[config.mk]
export PLATFORM = sky130hd
export DESIGN_NAME = video_timing_gen
export DESIGN_NICKNAME = d
export VERILOG_FILES = /design/src/rtl/video_pkg.sv /design/src/rtl/video_testpattern.sv /design/src/rtl/video_timing_gen.sv
export SDC_FILE = /design/constraint.sdc
export NUM_CORES = 1
export LEC_CHECK = 0
export CELL_PAD_IN_SITES_DETAIL_PLACEMENT = 1
export CELL_PAD_IN_SITES_GLOBAL_PLACEMENT = 1
export CORE_MARGIN = 2
export CORE_UTILIZATION = 36
export DETAILED_ROUTE_END_ITERATION = 8
export GPL_TIMING_DRIVEN = 0
export PLACE_DENSITY_LB_ADDON = 0.05
export SYNTH_ARGS = -nofsm -noshare
export SYNTH_HDL_FRONTEND = slang
export SYNTH_SLANG_ARGS = --single-unit
[constraint.sdc]
create_clock -name in_clk -period 3.56 [get_ports in_clk]
set_input_delay 0.356 -clock in_clk [delete_from_list [all_inputs] [get_ports in_clk]]
set_output_delay 0.356 -clock in_clk [all_outputs]
set_load 0.1 [all_outputs]
[src/rtl/video_pkg.sv]
// rtl/video_pkg.sv - shared types, sync polarity constants and frame size helpers for the video timing generator
package video_pkg;

    localparam int PIX_BITS_DEFAULT = 24;

    typedef logic [PIX_BITS_DEFAULT-1:0] pixel_t;

    localparam bit SYNC_ACTIVE_LOW  = 1'b0;
    localparam bit SYNC_ACTIVE_HIGH = 1'b1;

    // Total pixels per line: visible area plus front porch/sync (stop) plus back porch.
    function automatic int htotal(input int visible, input int sync_stop, input int back_porch);
        return visible + sync_stop + back_porch;
    endfunction

    // Total lines per frame, same composition as htotal.
    function automatic int vtotal(input int visible, input int sync_stop, input int back_porch);
        return visible + sync_stop + back_porch;
    endfunction

endpackage

[src/rtl/video_testpattern.sv]
// rtl/video_testpattern.sv - coordinate/frame test pattern {hpix[7:0], vpix[7:0], frame[7:0]}
module video_testpattern
    import video_pkg::*;
#(
    parameter int HW         = 10,
    parameter int VW         = 10,
    parameter int FRAME_BITS = 8,
    parameter int PIX_BITS   = PIX_BITS_DEFAULT
) (
    input  logic [HW-1:0]         hpix,
    input  logic [VW-1:0]         vpix,
    input  logic [FRAME_BITS-1:0] frame,
    output logic [PIX_BITS-1:0]   pattern
);

    logic [23:0] rgb;

    // Low byte of each coordinate and of the frame count, packed as R/G/B.
    always_comb begin
        rgb     = {8'(hpix), 8'(vpix), 8'(frame)};
        pattern = PIX_BITS'(rgb);
    end

endmodule

[src/rtl/video_timing_gen.sv]
// rtl/video_timing_gen.sv - raster timing generator with memory-latency-matched outputs; optional VIDEO_TESTPATTERN_EN
module video_timing_gen
    import video_pkg::*;
#(
    parameter int HPIX_VISIBLE = 640,
    parameter int VPIX_VISIBLE = 480,
    parameter int HSYNC_START  = 16,
    parameter int HSYNC_STOP   = 112,
    parameter int HSYNC_DELAY  = 48,
    parameter int VSYNC_START  = 10,
    parameter int VSYNC_STOP   = 12,
    parameter int VSYNC_DELAY  = 33,
    parameter bit HSYNC_POL    = SYNC_ACTIVE_LOW,
    parameter bit VSYNC_POL    = SYNC_ACTIVE_LOW,
    parameter int MEM_LATENCY  = 1,
    parameter int PIX_BITS     = PIX_BITS_DEFAULT,
    parameter int FRAME_BITS   = 8,
    localparam int HTOTAL      = htotal(HPIX_VISIBLE, HSYNC_STOP, HSYNC_DELAY),
    localparam int VTOTAL      = vtotal(VPIX_VISIBLE, VSYNC_STOP, VSYNC_DELAY),
    localparam int HW          = $clog2(HTOTAL),
    localparam int VW          = $clog2(VTOTAL),
    localparam int AW          = $clog2(HPIX_VISIBLE * VPIX_VISIBLE)
) (
    input  logic                  in_clk,
    input  logic                  in_rst,
    input  logic [PIX_BITS-1:0]   in_mem,
`ifdef VIDEO_TESTPATTERN_EN
    input  logic                  in_testpattern,
`endif
    output logic [AW-1:0]         out_addr,
    output logic [HW-1:0]         out_hpix_raw,
    output logic [VW-1:0]         out_vpix_raw,
    output logic                  out_hsync,
    output logic                  out_vsync,
    output logic                  out_pixel_enable,
    output logic [HW-1:0]         out_hpix,
    output logic [VW-1:0]         out_vpix,
    output logic [PIX_BITS-1:0]   out_pixel,
    output logic                  out_line_start,
    output logic                  out_frame_start,
    output logic [FRAME_BITS-1:0] out_frame
);

    // One delay stage per memory latency cycle plus the output register stage.
    localparam int D = MEM_LATENCY + 1;

    localparam logic [31:0] H_VIS  = 32'(HPIX_VISIBLE);
    localparam logic [31:0] V_VIS  = 32'(VPIX_VISIBLE);
    localparam logic [31:0] HS_ON  = 32'(HPIX_VISIBLE + HSYNC_START);
    localparam logic [31:0] HS_OFF = 32'(HPIX_VISIBLE + HSYNC_STOP);
    localparam logic [31:0] VS_ON  = 32'(VPIX_VISIBLE + VSYNC_START);
    localparam logic [31:0] VS_OFF = 32'(VPIX_VISIBLE + VSYNC_STOP);

    // Syncs are carried as "active" flags so a cleared stage is always inactive;
    // valid marks stages filled since reset so cleared zeros never fake a pulse.
    typedef struct packed {
        logic          valid;
        logic          hs;
        logic          vs;
        logic          en;
        logic [VW-1:0] v;
        logic [HW-1:0] h;
    } stage_t;

    logic [HW-1:0]       h_cnt;
    logic [VW-1:0]       v_cnt;
    logic [31:0]         h32;
    logic [31:0]         v32;
    stage_t              raw_s;
    stage_t              pipe [1:D];
    stage_t              dly;
    logic                pre_en;
    logic                frame_seen;
    logic [PIX_BITS-1:0] pix_src;

    // Free-running raster counters: h every cycle, v on each h wrap.
    always_ff @(posedge in_clk) begin
        if (in_rst) begin
            h_cnt <= '0;
            v_cnt <= '0;
        end else if (h_cnt == HW'(HTOTAL - 1)) begin
            h_cnt <= '0;
            v_cnt <= (v_cnt == VW'(VTOTAL - 1)) ? '0 : v_cnt + VW'(1);
        end else begin
            h_cnt <= h_cnt + HW'(1);
        end
    end

    // Undelayed timing decode and framebuffer address.
    always_comb begin
        h32         = 32'(h_cnt);
        v32         = 32'(v_cnt);
        raw_s       = '0;
        raw_s.valid = 1'b1;
        raw_s.h     = h_cnt;
        raw_s.v     = v_cnt;
        raw_s.en    = (h32 < H_VIS) && (v32 < V_VIS);
        raw_s.hs    = (h32 >= HS_ON) && (h32 < HS_OFF);
        raw_s.vs    = (v32 >= VS_ON) && (v32 < VS_OFF);
        out_addr    = raw_s.en ? AW'(v32 * H_VIS + h32) : '0;
    end

    // Timing delay line matching the pixel memory read latency.
    always_ff @(posedge in_clk) begin
        if (in_rst) begin
            for (int k = 1; k <= D; k++) pipe[k] <= '0;
        end else begin
            pipe[1] <= raw_s;
            for (int k = 2; k <= D; k++) pipe[k] <= pipe[k-1];
        end
    end

    // Enable as seen when the memory data for that pixel arrives.
    generate
        if (MEM_LATENCY == 0) begin : g_pre_lat0
            assign pre_en = raw_s.en;
        end else begin : g_pre_latn
            assign pre_en = pipe[MEM_LATENCY].en;
        end
    endgenerate

`ifdef VIDEO_TESTPATTERN_EN
    logic [HW-1:0]       pre_h;
    logic [VW-1:0]       pre_v;
    logic [PIX_BITS-1:0] pattern;

    generate
        if (MEM_LATENCY == 0) begin : g_tp_lat0
            assign pre_h = raw_s.h;
            assign pre_v = raw_s.v;
        end else begin : g_tp_latn
            assign pre_h = pipe[MEM_LATENCY].h;
            assign pre_v = pipe[MEM_LATENCY].v;
        end
    endgenerate

    video_testpattern #(
        .HW         (HW),
        .VW         (VW),
        .FRAME_BITS (FRAME_BITS),
        .PIX_BITS   (PIX_BITS)
    ) u_testpattern (
        .hpix    (pre_h),
        .vpix    (pre_v),
        .frame   (out_frame),
        .pattern (pattern)
    );

    assign pix_src = in_testpattern ? pattern : in_mem;
`else
    assign pix_src = in_mem;
`endif

    // Pixel output register, blanked outside the visible area.
    always_ff @(posedge in_clk) begin
        if (in_rst) begin
            out_pixel <= '0;
        end else begin
            out_pixel <= pre_en ? pix_src : '0;
        end
    end

    // Frame counter holds 0 through the first frame after reset, then counts starts.
    always_ff @(posedge in_clk) begin
        if (in_rst) begin
            out_frame  <= '0;
            frame_seen <= 1'b0;
        end else if (out_frame_start) begin
            if (frame_seen) out_frame <= out_frame + FRAME_BITS'(1);
            frame_seen <= 1'b1;
        end
    end

    assign dly          = pipe[D];
    assign out_hpix_raw = h_cnt;
    assign out_vpix_raw = v_cnt;

    // Delayed outputs decoded from the last delay stage.
    always_comb begin
        out_hsync        = dly.hs ? HSYNC_POL : ~HSYNC_POL;
        out_vsync        = dly.vs ? VSYNC_POL : ~VSYNC_POL;
        out_pixel_enable = dly.en;
        out_hpix         = dly.en ? dly.h : '0;
        out_vpix         = dly.en ? dly.v : '0;
        out_line_start   = dly.valid && (dly.h == '0) && (32'(dly.v) < V_VIS);
        out_frame_start  = dly.valid && (dly.h == '0) && (dly.v == '0);
    end

endmodule

==> run summary, run 1 <==
STA
---------------------------------------------------------------------------------
Count of endpoints failing hold in the final timing report                      0
Highest attainable clock frequency                                        287 MHz
Actual transition at the worst max-transition pin                         1.01 ns
Worst Setup Slack, final                                                0.0766 ns
Total of endpoints with negative setup slack in the final report                0
Setup repair after global routing missed its margin                          true
Crit share post-route                                                       0.978
Worst-case clock skew                                                  0.00735 ns
Number of slew-limit violations in the final report                             0
Min cycle time layout                                                     3.48 ns
Slew headroom                                                               0.324

WORST HOLD PATH
---------------------------------------------------------------------------------
Hold Crit Start                                                       pipe[1][15]
Hold path depth                                                                 1
Worst min-delay path endpoint                                         pipe[2][15]
Worst min-delay path class                                             reg -> reg

SYNTH
---------------------------------------------------------------------------------
Fraction of registers with async set or reset after synthesis                   0
Number of synthesis warnings                                                    0
Synthesized area per cell                                                9.58 um2
Share of the synthesized area in the top cell type                          0.462
Cells after Synth                                                             457
Share of the yosys chip area belonging to registers                         0.462
FF+latch count, synth                                                         101
Combined area of all synthesized cells                                   4380 um2
Cell taking the most area after synthesis                                 dfxtp_1
Commonest register cell after synthesis                                   dfxtp_1
Post-synthesis cell type count                                                 47
Syn_nets                                                                      509
Cells taking the most area after synthesis                           dfxtp_1 (46%), and2_1 (7.3%), ha_1 (6.9%)
Count of flip-flops with a built-in enable after synthesis                      0

FINISH
---------------------------------------------------------------------------------
Diodes inserted                                                                 0
Post-route non-filler standard cell count                                     749
Core occupancy in the finished layout                                       0.528
Share of cells above drive strength 1                                       0.150
Number of nets at the end of the flow                                         652
Layout-stage area growth over the synthesis result                          44.3%
Cell area after layout                                                   6320 um2

WORST SETUP PATH
---------------------------------------------------------------------------------
FF-to-FF path depth                                                             6
Largest fanout of any net on the critical path                                  7
Category of the critical setup timing path                             reg -> out
R2R Path Start                                                       out_hpix_raw[0]
Reg-to-reg setup timing slack                                             1.24 ns
Critical Path RT                                                          3.20 ns
Worst path arrival time                                                   3.13 ns
Crit path launch type                                                    register
Critical path capture point type                                      output port
Reg-to-reg endpoint                                                  out_vpix_raw[9]

CLOCK NETWORK
---------------------------------------------------------------------------------
Clock root buffer master                                                clkbuf_16
CTS Hold Buffers Added                                                          0
Clock latency of the later-clocked register in the worst-skew pair        0.34 ns
Largest buffer count on any clock path                                          2
Clock slew at reported path FFs                                           0.06 ns
Number of clock buffers inserted by TritonCTS                                   9
CTS tree                                                                    built
H-tree depth                                                                    3
Clock sink total                                                              101

PLACEMENT
---------------------------------------------------------------------------------
Routability Congestion                                                      0.759
PortBufs                                                                      121
Placed instance count                                                         725
Minimum setup slack after placement                                      -1.10 ns
Placed inst area                                                         5810 um2
Half-perimeter wire length after detailed placement                       8.23 mm

POWER AND IR DROP
---------------------------------------------------------------------------------
Total power divided by cell area                                       368 nW/um2
Internal power                                                            1.75 mW
Relative contribution of combinational cells to total power                 0.111
Switching portion of total power                                            0.248
Worst supply voltage drop on vdd                                         0.167 mV
Switching power total                                                    0.576 mW
Fraction of power consumed by sequential logic                              0.496
Proportion of power drawn by the clock network                              0.393
Total power consumption of the routed design                              2.33 mW
Leakage power                                                             2.56 nW

JOB
---------------------------------------------------------------------------------
MaxCap Viol Count                                                               0

FLOORPLANNING
---------------------------------------------------------------------------------
Row Count                                                                      40
Initial standard-cell utilization of the core                               0.366
Placeable core region                                                  12,000 um2
Area of the die                                                        13,100 um2
Total I/O pin count                                                           122
Vertical die dimension                                                     114 um
Chip width                                                                 114 um

GRT
---------------------------------------------------------------------------------
Overall Global Routing Usage                                                0.172
Maximum number of pins on one net before global-route repair                   15
Number of antenna violations at the first check in global routing               0
Number of global-route vias before repair                                   3,524
Global Route met2 Usage                                                     0.297
Remaining global-route overflow                                                 0
Routing layer with the top usage in global route                             met2
Global-route wire length before repair                                    17.6 mm
Grt met3 use                                                               0.0323
Met1 capacity usage during global routing                                   0.209

DRT
---------------------------------------------------------------------------------
First-pass iteration count of the detailed router                               4
Detailed-route DRC error count                                                  0
Detailed router's first-iteration violation count                             144
Wire per inst                                                             14.6 um
Total vias in the final route                                               3,586
Routed WL                                                                 10.9 mm
Via-per-instance ratio                                                       4.79
Post-DRT Antenna Nets                                                           0

RUN STATUS
---------------------------------------------------------------------------------
Outcome                                                              finished, final reports clean

## metal layers
| metal | vias to the layer above | share of wire |
|---|---|---|
| met5 | - | 0 |
| met4 | 0 | 0.016 |
| met3 | 11 | 0.039 |
| li1 | 1784 | - |
| met1 | 1689 | 0.47 |
| met2 | 102 | 0.47 |
## synthesized netlist by cell type (10+ instances only)
library cell    n
a21oi_1        10
and2_1         51
buf_4          20
clkbuf_1       13
dfxtp_1       101
ha_1           24
inv_1          10
nand2_1        18
nand4_1        11
nor2_1         44
nor2b_1        40
o21ai_0        11
xor2_1         24
## state kept, by name, summed over array words and instances, names as in the netlist
name          cells
frame_seen        1
out_pixel        24
pipe             48
out_frame         8
out_hpix_raw     10
out_vpix_raw     10
## what timing repair did
| action | in CTS | in global routing |
|---|---|---|
| gates resized for setup | 60 | 20 |
| buffers inserted | 6 | 5 |
| pin swaps | 7 | 10 |
| setup endpoints to repair | 12 | 6 |
## cell usage in the layout, fill, tap and decap left out, drive strengths merged, types with 2 or more instances in the layout
cell type and n:
clkdlybuf4s50 109, dfxtp 101, and2 51, nor2 44, nor2b 40, buf 36, xor2 25, ha 24
clkbuf 24, nand2 18, o21ai 12, nand4 11, a21oi 11, inv 10, nand3 10, or3 8
nor3 8, xnor2 6, and3 6, nor4 6, nor4b 4, dlygate4sd2 4, nand3b 3, a21o 3
nand4b 2, mux2i 2, or3b 2, a211oi 2, o2111ai 2, or4 2, fa 2
## worst max path at each step
stage	from	endpoint	slack [ns]	cells after the start
floorplan	out_vpix_raw[1]	out_addr[18]	-0.07	9
CTS	out_vpix_raw[2]	out_addr[18]	-0.07	9
global placement	out_vpix_raw[1]	out_addr[18]	-1.05	10
global route	out_vpix_raw[3]	out_addr[18]	-0.05	10
finish	out_vpix_raw[3]	out_addr[18]	0.08	10
detailed placement	out_vpix_raw[1]	out_addr[18]	-1.10	10
## area by class of cell
cell class                 count  area (um2)
multi-input combinational    313        2280
clock buffer                  11         233
timing repair buffer         132        1300
sequential                   101        2050
fill                        1342        5640
clock inverter                 2        37.5
tap                          147         184
inverter                      10        37.5
buffer                        33         199
## metrics by stage
step	TNS, ns	hold slack [ns]
after global placement	-3.71	0.426
after detailed placement	-3.97	0.427
after global routing	-0.0820	0.447
final	0	0.436
after floorplan	-0.0656	0.414
after CTS	-0.0700	0.441
## cells by family after synthesis
family,Yosys count,share of synthesized area
buffers and inverters,43,0.0540
XOR/XNOR,31,0.0637
multiplexers,2,0.00457
flip-flops,101,0.462
AO/OA/AOI/OAI,36,0.0526
AND/OR/NAND/NOR,218,0.286
adder cells (fa/ha/maj),26,0.0777
## critical path, cell delays in order (launching register included)
cell	delay, ns
dfxtp_4	0.40
ha_4	0.22
ha_4	0.18
fa_2	0.41
a21oi_4	0.19
o21bai_1	0.12
xor2_2	0.20
nand4_1	0.16
or4_4	0.55
a21oi_4	0.16
buf_12	0.19
## power groups by stage
| stage | clock [mW] | combinational, mW | sequential [mW] |
|---|---|---|---|
| 4_1_cts | 0.941 | 0.261 | 1.16 |
| 5_1_grt | 0.989 | 0.271 | 1.16 |
| 6_report | 0.914 | 0.258 | 1.16 |
| 3_3_place_gp | 0 | 0.258 | 1.18 |
| 2_1_floorplan | 0 | 0.0962 | 1.27 |
| 3_5_place_dp | 0 | 0.261 | 1.19 |
No activity file was read; power rests on OpenSTA's default activity.
==> run 2: changes to the inputs <==
--- a/config.mk
+++ b/config.mk
@@ -7,8 +7,7 @@
 export LEC_CHECK = 0
 export CELL_PAD_IN_SITES_DETAIL_PLACEMENT = 1
 export CELL_PAD_IN_SITES_GLOBAL_PLACEMENT = 1
-export CORE_MARGIN = 2
-export CORE_UTILIZATION = 36
+export CORE_UTILIZATION = 39
 export DETAILED_ROUTE_END_ITERATION = 8
 export GPL_TIMING_DRIVEN = 0
 export PLACE_DENSITY_LB_ADDON = 0.05
==> constraint.sdc (replaced) <==
create_clock -name in_clk -period 4.2 [get_ports in_clk]
set_input_delay 0.42 -clock in_clk [delete_from_list [all_inputs] [get_ports in_clk]]
set_output_delay 0.42 -clock in_clk [all_outputs]
set_load 0.1 [all_outputs]
==> run 2 against run 1 <==
Net effect:
- global-route usage up 1.6 points
- sequential power down 15%
- critical path type unchanged
- cell count is 2.1% lower
- via count shrank 2.7%
- first-iteration DRC count is 27% lower
- largest power group unchanged
==> run summary, run 2 (same netlist as run 1, synthesis figures left out) <==
RUN STATUS
---------------------------------------------------------------------------------
Outcome                                                              finished, final reports clean   unchanged

CLOCK NETWORK
---------------------------------------------------------------------------------
Clock slew at reported path FFs                                           0.09 ns   was 0.06 ns
CTS Hold Buffers Added                                                          0   unchanged
Post-CTS Setup Inserts                                                          0   was 6
CTS tree                                                                    built   unchanged
Number of clock buffers inserted by TritonCTS                                   9   unchanged
Clock latency of the later-clocked register in the worst-skew pair        0.37 ns   was 0.34 ns
Clock sink total                                                              101   unchanged
Clock root buffer master                                                 clkbuf_8   was clkbuf_16
Largest buffer count on any clock path                                          2   unchanged
H-tree depth                                                                    3   unchanged

DRT
---------------------------------------------------------------------------------
Detailed router's first-iteration violation count                             105   was 144
Routed WL                                                                 10.3 mm   was 10.9 mm
Via-per-instance ratio                                                       4.76   was 4.79
Wire per inst                                                             14.1 um   was 14.6 um
Post-DRT Antenna Nets                                                           0   unchanged
Total vias in the final route                                               3,489   was 3,586
Detailed-route DRC error count                                                  0   unchanged
First-pass iteration count of the detailed router                               4   unchanged

STA
---------------------------------------------------------------------------------
Total of endpoints with negative setup slack in the final report                0   unchanged
Worst-case clock skew                                                   0.0121 ns   was 0.00735 ns
Slew headroom                                                               0.332   was 0.324
Highest attainable clock frequency                                        250 MHz
Setup repair after global routing missed its margin                         false   was true
Post-Route Hold Slack                                                    0.438 ns   was 0.436 ns
Min cycle time layout                                                     3.99 ns
Number of slew-limit violations in the final report                             0   unchanged
Crit share post-route                                                       0.951
Setup TNS Final                                                              0 ns   unchanged
Actual transition at the worst max-transition pin                         1.00 ns   was 1.01 ns
Worst Setup Slack, final                                                 0.207 ns   was 0.0766 ns
Count of endpoints failing hold in the final timing report                      0   unchanged

FLOORPLANNING
---------------------------------------------------------------------------------
Total I/O pin count                                                           122   unchanged
Vertical die dimension                                                     108 um   was 114 um
Placeable core region                                                  10,900 um2   was 12,000 um2
Chip width                                                                 108 um   was 114 um
Initial standard-cell utilization of the core                               0.402   was 0.366
Row Count                                                                      38   was 40
Area of the die                                                        11,700 um2   was 13,100 um2

FINISH
---------------------------------------------------------------------------------
Area of the multi-input gates                                            2140 um2   was 2280 um2
Leading registers by flop count                                      pipe (48), out_pixel (24)   unchanged
Number of nets at the end of the flow                                         641   was 652
Layout-stage area growth over the synthesis result                          36.0%   was 44.3%
Flip-flop and latch area                                                 2030 um2   was 2050 um2
Cell area after layout                                                   5960 um2   was 6320 um2
Commonest non-fill, non-tap cell in the layout                       clkdlybuf4s50_1   unchanged
Max reg flops                                                                  48   unchanged
Post-route non-filler standard cell count                                     733   was 749
Largest register by flop count                                               pipe   unchanged
Share of cells above drive strength 1                                      0.0911   was 0.150
Diodes inserted                                                                 0   unchanged
Filler cells                                                                1,245   was 1,342
Core occupancy in the finished layout                                       0.547   was 0.528
Top library cells by usage in the layout, fill and taps aside        clkdlybuf4s50_1 (114), dfxtp_1 (98), and2_1 (51), nor2_1 (44), nor2b_1 (40)   was clkdlybuf4s50_1 (109), dfxtp_1 (92), and2_1 (51), nor2_1 (40), nor2b_1 (40)

WORST HOLD PATH
---------------------------------------------------------------------------------
Hold Crit Start                                                       pipe[1][14]   was pipe[1][15]
Worst min-delay path class                                             reg -> reg   unchanged

PLACEMENT
---------------------------------------------------------------------------------
Placed inst area                                                         5770 um2   was 5810 um2
Minimum setup slack after placement                                     -0.471 ns   was -1.10 ns
Placed instance count                                                         718   was 725
PortBufs                                                                      121   unchanged
Routability Congestion                                                      0.780   was 0.759
Half-perimeter wire length after detailed placement                       8.21 mm   was 8.23 mm

POWER AND IR DROP
---------------------------------------------------------------------------------
Leakage power                                                             2.44 nW   was 2.56 nW
Relative contribution of combinational cells to total power                 0.125   was 0.111
Worst supply voltage drop on vdd                                         0.169 mV   was 0.167 mV
Internal power                                                            1.28 mW   was 1.75 mW
Proportion of power drawn by the clock network                              0.317   was 0.393
Total power consumption of the routed design                              1.76 mW   was 2.33 mW
Fraction of power consumed by sequential logic                              0.558   was 0.496
Switching power total                                                    0.479 mW   was 0.576 mW
Switching portion of total power                                            0.272   was 0.248
Total power divided by cell area                                       296 nW/um2   was 368 nW/um2

WORST SETUP PATH
---------------------------------------------------------------------------------
Critical path capture point type                                      output port   unchanged
CP Launch Point                                                      out_vpix_raw[4]   was out_vpix_raw[3]
Critical Path RT                                                          3.78 ns   was 3.20 ns
Worst path arrival time                                                   3.57 ns   was 3.13 ns
R2R Path Start                                                       out_hpix_raw[0]   unchanged
Category of the critical setup timing path                             reg -> out   unchanged
Crit path launch type                                                    register   unchanged
Largest fanout of any net on the critical path                                  8   was 7

GRT
---------------------------------------------------------------------------------
Number of global-route vias before repair                                   3,581   was 3,524
Remaining global-route overflow                                                 0   unchanged
Overall Global Routing Usage                                                0.187   was 0.172
Number of antenna violations at the first check in global routing               0   unchanged
Maximum number of pins on one net before global-route repair                   16   was 15
Global-route wire length before repair                                    16.9 mm   was 17.6 mm

JOB
---------------------------------------------------------------------------------
MaxCap Viol Count                                                               0   unchanged

run 2: changes by cell type in the layout (fill, tap and decap cells not counted), moves of 5 or more:
cell,previous run,this run
buf_4,31,20
clkbuf_8,0,11
clkbuf_16,9,0
dfxtp_1,92,98
dfxtp_4,6,0
ha_1,18,24
clkdlybuf4s50_1,109,114
run 2: area by class of cell:
| cell class | count | area share |
|---|---|---|
| Clock inverter | 3 | 0.00357 |
| Sequential cell | 101 | 0.340 |
| Timing Repair Buffer | 121 | 0.203 |
| Multi-Input combinational cell | 313 | 0.359 |
| Buffer | 33 | 0.0334 |
| Inverter | 10 | 0.00630 |
| Clock buffer | 12 | 0.0261 |
| Tap cell | 140 | 0.0294 |
run 2: critical path, stage by stage, from the launching register on:
cell	delay [ns]
dfxtp_1	0.51
ha_1	0.33
ha_1	0.33
a21o_1	0.16
a211oi_1	0.43
nor2_1	0.10
or3_1	0.36
a21oi_1	0.12
dlygate4sd2_1	0.87
run 2: final timing paths:
kind	to	slack, ns	cells after the start
worst min-delay path	pipe[2][14]	0.44	1
worst max-delay path	out_addr[13]	0.21	8
worst max register to register	out_vpix_raw[7]	1.91	6
worst min register to register	pipe[2][14]	0.44	1
run 2: what timing repair did:
item,4_1_cts,5_1_grt
endpoints found under the setup margin,7,4
resized for setup,21,4
hold endpoints to repair,0,0
run 2: layer usage:
layer  global-route usage  up-vias  share of wire
met5                    0        -              0
met4               0.0587        0          0.014
met3               0.0524       11          0.057
met2                0.318      100           0.47
met1                0.228     1616           0.46
li1                     -     1762              -
run 2: power by group through the flow:
| stage | clock network [mW] | registers, mW | logic [mW] |
|---|---|---|---|
| after floorplan | 0 | 1.08 | 0.0816 |
| after global placement | 0 | 1.00 | 0.218 |
| after detailed placement | 0 | 1.00 | 0.221 |
| after CTS | 0.578 | 0.982 | 0.222 |
| after global routing | 0.620 | 0.985 | 0.231 |
| final | 0.559 | 0.982 | 0.220 |
==> run 3: changes to the inputs <==
--- a/config.mk
+++ b/config.mk
@@ -11,6 +11,7 @@
 export DETAILED_ROUTE_END_ITERATION = 8
 export GPL_TIMING_DRIVEN = 0
 export PLACE_DENSITY_LB_ADDON = 0.05
+export SLEW_MARGIN = 10
 export SYNTH_ARGS = -nofsm -noshare
 export SYNTH_HDL_FRONTEND = slang
 export SYNTH_SLANG_ARGS = --single-unit
==> results of run 3 <==
The final DEF is identical to that of run 2; final timing and power are the same.
